**src/rtl/serial_add_ctrl.sv**
```systemverilog
// Bit-serial adder: one full-adder cell sequenced over WIDTH cycles, LSB first.
// Optional macro SERIAL_ADD_OVF_EN adds a registered two's-complement overflow output.
module serial_add_ctrl #(
    parameter int unsigned WIDTH = 8
) (
    input  logic             clk,
    input  logic             rst,
    input  logic             start,
    input  logic [WIDTH-1:0] a,
    input  logic [WIDTH-1:0] b,
    input  logic             cin,
    output logic             ready,
    output logic             busy,
    output logic             done,
    output logic [WIDTH-1:0] sum,
    output logic             cout
`ifdef SERIAL_ADD_OVF_EN
    ,
    output logic             ovf
`endif
);

    localparam int unsigned CW = $clog2(WIDTH + 1);

    typedef enum logic [1:0] {
        IDLE = 2'd0,
        RUN  = 2'd1,
        DONE = 2'd2
    } state_t;

    state_t           state;
    state_t           state_next;
    logic             accept;
    logic             last;
    logic [WIDTH-1:0] op_a;
    logic [WIDTH-1:0] op_b;
    logic [WIDTH-1:0] res;
    logic [WIDTH-1:0] res_next;
    logic             carry;
    logic             cell_s;
    logic             cell_c;
    logic [CW-1:0]    cnt;

    // State register
    always_ff @(posedge clk) begin
        if (rst) begin
            state <= IDLE;
        end else begin
            state <= state_next;
        end
    end

    // Next-state and handshake decode
    always_comb begin
        state_next = state;
        accept     = 1'b0;
        last       = 1'b0;
        case (state)
            IDLE: begin
                if (start) begin
                    accept     = 1'b1;
                    state_next = RUN;
                end
            end
            RUN: begin
                if (cnt == CW'(WIDTH - 1)) begin
                    last       = 1'b1;
                    state_next = DONE;
                end
            end
            DONE: begin
                if (start) begin
                    accept     = 1'b1;
                    state_next = RUN;
                end else begin
                    state_next = IDLE;
                end
            end
            default: state_next = IDLE;
        endcase
    end

    // Shared full-adder cell; the sum bit enters the result at the MSB
    always_comb begin
        cell_s   = op_a[0] ^ op_b[0] ^ carry;
        cell_c   = (op_a[0] & op_b[0]) | (op_a[0] & carry) | (op_b[0] & carry);
        res_next = (res >> 1) | (WIDTH'(cell_s) << (WIDTH - 1));
    end

    // Datapath and registered outputs
    always_ff @(posedge clk) begin
        if (rst) begin
            ready <= 1'b1;
            busy  <= 1'b0;
            done  <= 1'b0;
            sum   <= '0;
            cout  <= 1'b0;
            op_a  <= '0;
            op_b  <= '0;
            res   <= '0;
            carry <= 1'b0;
            cnt   <= '0;
`ifdef SERIAL_ADD_OVF_EN
            ovf   <= 1'b0;
`endif
        end else begin
            ready <= (state_next != RUN);
            busy  <= (state_next == RUN);
            done  <= (state_next == DONE);
            if (accept) begin
                op_a  <= a;
                op_b  <= b;
                carry <= cin;
                res   <= '0;
                cnt   <= '0;
            end else if (state == RUN) begin
                op_a  <= op_a >> 1;
                op_b  <= op_b >> 1;
                res   <= res_next;
                carry <= cell_c;
                cnt   <= cnt + CW'(1);
                if (last) begin
                    sum  <= res_next;
                    cout <= cell_c;
`ifdef SERIAL_ADD_OVF_EN
                    // carry still holds the carry into the MSB on the last step
                    ovf  <= carry ^ cell_c;
`endif
                end
            end
        end
    end

endmodule

```
**config.mk**
```make
export PLATFORM = sky130hd
export DESIGN_NAME = serial_add_ctrl
export DESIGN_NICKNAME = d
export VERILOG_FILES = /design/src/rtl/serial_add_ctrl.sv
export SDC_FILE = /design/constraint.sdc
export NUM_CORES = 1
export LEC_CHECK = 0
export CORE_MARGIN = 2
export CORE_UTILIZATION = 50
export DETAILED_ROUTE_END_ITERATION = 16
export GPL_ROUTABILITY_DRIVEN = 1
export PLACE_DENSITY = 0.83
export SYNTH_ARGS = -nofsm -noshare
export SYNTH_HDL_FRONTEND = slang
export SYNTH_SLANG_ARGS = --single-unit
```
**constraint.sdc**
```tcl
create_clock -name clk -period 1.9 [get_ports clk]
set_clock_uncertainty 0.1 [all_clocks]
set_input_delay 0.38 -clock clk [delete_from_list [all_inputs] [get_ports clk]]
set_output_delay 0.38 -clock clk [all_outputs]
set_load 0.02 [all_outputs]
```
==> results.cfg <==
[run_status]
run_status = finished, final reports clean

[logic_synthesis]
synth.distinct_cells = 27
post_synth_inst_count = 188
synth_fp_nets = 210
ys_seq_area_share_pct = 50.6
ys_warn_count = 0
mappedNetlistArea_sq_um = 1660
ff_latch_count_synth = 42
syn-mean-instance-area_sq_um = 8.84

[route]
detail-route-antenna-nets = 0
detail_route.wl_per_cell_um = 12.1
detail_route.first_pass.iterations = 4
vias = 1380
route.detailed.drc = 0
routed_wirelength_mm = 3.21
dr.first_iter.drc_count = 70
detail_route.vias_per_cell = 5.21

[floorplan]
initial_core_util_pct = 53.6
io_pins = 32
rows = 20
core_sq_um = 3100
die-width_um = 61.7
dieArea_sq_um = 3800
die_height_um = 61.7

[flow_run]
timing.max_cap.violations = 0

[sta]
timing.max_slew.rel_slack_pct = 75.7
final_max_slew_viol_count = 0
finalHoldViolations = 0
period_minus_slack_ps = 1800
post-route-period-util_pct = 94.6
slew_worst_pin_ps = 364
maxClockFrequency_ghz = 0.556
hold_slack_ps = 363
setup_viol_count_final = 0
finalSetupTns_ps = 0
grt_setup_unrepaired = no
final_critical_path_setup_slack_ps = 102

[placed_design]
dp_slack_ps = 163
dp_hpwl_mm = 2.21
routabilityCongestion = 0.764
io_buffer_count = 31
dp.cells = 257

[power_and_ir_drop]
p_per_area_nw_per_um2 = 836
p_total_uw = 1730
p_leak_uw = 0.000729
max-vdd-ir-drop_uv = 558

[clock_tree]
clock_path_buffers = 2
cts_inserted_buffers = 5
number_of_buffers_inserted_for_hold_repair_after_clock_tree_synthesis = 0
clkSinkCount = 42
clkTransAtPathRegs_ps = 120
tritoncts = built
post-cts-setup-buffers = 0
cts_resized = 0
clkLatencyLatePin_ps = 360
max_h_tree_level = 2
cts_root_buf = sky130_fd_sc_hd__clkbuf_4

[setup_path]
cpPeakStageDelay_ps = 610
startpoint_class_of_the_critical_path = flip-flop
timing.critical_path.max_delay_family = buffers and inverters
critical_setup_path_class = flip-flop to output pin
crit_buf_inv = 1
slowest_stage_cell_cp = sky130_fd_sc_hd__clkdlybuf4s50_1
worst-path-max-fanout = 2
crit_arrival_ps = 1320
crit_path_cell_trace = clkdlybuf4s50_1
worst_ep_required_time_ps = 1420
cp-end-kind = output pin

[cells_and_area]
area.sequential_sq_um = 841
layout_net_count = 242
num_antenna_cells = 0
layout.cells.non_filler = 265
area_growth_pct = 24.5
multi_input_comb_area_sq_um = 721
drive_above_1_share_pct = 7.69
n_fill_cell = 281

[global_routing]
antenna_found_initial = 0
first_global_vias = 1234
globalRoute.totalOverflow = 0
grt_usage_pct = 20.1
grt_pass1_wl_mm = 5.45
grt_start_max_net_pins = 25

[worst_hold_path]
min-delay-path-class = flip-flop to flip-flop
## logic make-up (layout without fill, tap and decap cells)
logic type / count (synthesis) / in the layout / synth area share, %
buffers and inverters: 15 / 48 / 6.09
adders and majority gates: 2 / 2 / 1.96
xor gates and xnor gates: 2 / 2 / 1.05
and+or+nand+nor: 82 / 82 / 22.5
DFF: 42 / 42 / 50.6
AOI/OAI and AO/OA: 35 / 35 / 11.8
muxes: 10 / 10 / 6.02
## flip-flops by register name (all words and copies together) (netlist names)
signal  count
cnt         4
busy        1
op_b        8
cout        1
ready       1
res         7
carry       1
state       2
op_a        8
sum         8
done        1
## metrics by stage
stage | area [sq um] | util [%]
finish | 2070 | 66.7
global route | 2070 | 66.7
CTS | 2070 | 66.7
detailed placement | 1990 | 64.2
global placement | 1990 | 64.2
floorplan | 1660 | -
## cell type report
class                           instances  share of cell area [%]
Multi-Input combinational cell        131                    34.8
Inverter                                1                   0.181
Timing Repair Buffer                   39                    17.9
Clock inverter                          2                    1.81
Sequential cell                        42                    40.6
Tap cell                               44                    2.66
Clock buffer                            6                    2.00
## path summary, 6_finish.rpt
| kind | startpoint | end | slack, ps | cells past startpoint |
|---|---|---|---|---|
| worst min register to register | sum[6]$_SDFFE_PP0P_ | sum[6]$_SDFFE_PP0P_ | 360 | 2 |
| worst min-delay path | sum[6]$_SDFFE_PP0P_ | sum[6]$_SDFFE_PP0P_ | 360 | 2 |
| worst max-delay path | sum[7]$_SDFFE_PP0P_ | sum[7] | 100 | 1 |
| worst max register to register | cnt[0]$_SDFFE_PP0N_ | ready$_SDFF_PP1_ | 420 | 4 |
## synthesized netlist by cell type
master / n / area [sq um]
sky130_fd_sc_hd__nor2b_1: 1 / 6.26
sky130_fd_sc_hd__buf_2: 6 / 30.0
sky130_fd_sc_hd__or2_2: 1 / 6.26
sky130_fd_sc_hd__nand2_1: 48 / 180
sky130_fd_sc_hd__inv_1: 1 / 3.75
sky130_fd_sc_hd__nor3_1: 17 / 85.1
sky130_fd_sc_hd__nor2_1: 4 / 15.0
sky130_fd_sc_hd__o22ai_1: 7 / 43.8
sky130_fd_sc_hd__xnor2_1: 1 / 8.76
sky130_fd_sc_hd__mux2i_1: 10 / 100
sky130_fd_sc_hd__a31oi_1: 6 / 37.5
sky130_fd_sc_hd__nand3_1: 4 / 20.0
sky130_fd_sc_hd__or3_1: 1 / 6.26
sky130_fd_sc_hd__xor2_1: 1 / 8.76
sky130_fd_sc_hd__nand2b_1: 2 / 12.5
sky130_fd_sc_hd__nand3b_1: 2 / 15.0
sky130_fd_sc_hd__a21oi_1: 13 / 65.1
sky130_fd_sc_hd__dfxtp_1: 42 / 841
sky130_fd_sc_hd__ha_1: 1 / 12.5
sky130_fd_sc_hd__o21ai_0: 7 / 35.0
sky130_fd_sc_hd__buf_4: 4 / 30.0
sky130_fd_sc_hd__a22oi_1: 2 / 15.0
sky130_fd_sc_hd__and2b_1: 1 / 7.51
sky130_fd_sc_hd__buf_6: 3 / 33.8
sky130_fd_sc_hd__fa_1: 1 / 20.0
sky130_fd_sc_hd__clkbuf_1: 1 / 3.75
sky130_fd_sc_hd__nor2_8: 1 / 20.0
## per-layer routing
metal	track usage [%]	share of wire, %
met3	7.35	4.7
met5	0	0
met4	9.12	2.2
met2	30.7	48
met1	25.5	45
## cell usage in the layout (no fill, tap or decap), types with 2 or more instances in the layout
cell,count
sky130_fd_sc_hd__dfxtp_1,42
sky130_fd_sc_hd__clkdlybuf4s50_1,31
sky130_fd_sc_hd__o22ai_1,7
sky130_fd_sc_hd__nand2_1,48
sky130_fd_sc_hd__nand3_1,4
sky130_fd_sc_hd__a31oi_1,6
sky130_fd_sc_hd__a22oi_1,2
sky130_fd_sc_hd__a21oi_1,13
sky130_fd_sc_hd__o21ai_0,7
sky130_fd_sc_hd__mux2i_1,10
sky130_fd_sc_hd__nand2b_1,2
sky130_fd_sc_hd__buf_4,8
sky130_fd_sc_hd__clkbuf_4,5
sky130_fd_sc_hd__nor2_1,4
sky130_fd_sc_hd__nor3_1,17
sky130_fd_sc_hd__nand3b_1,2
## where the power goes
part / switching [uW] / internal (uW) / total [uW]
Clock: 293 / 277 / 570
Sequential: 23.9 / 922 / 946
Combinational: 113 / 102 / 215
Note: power is estimated with default switching activity, not from simulation.
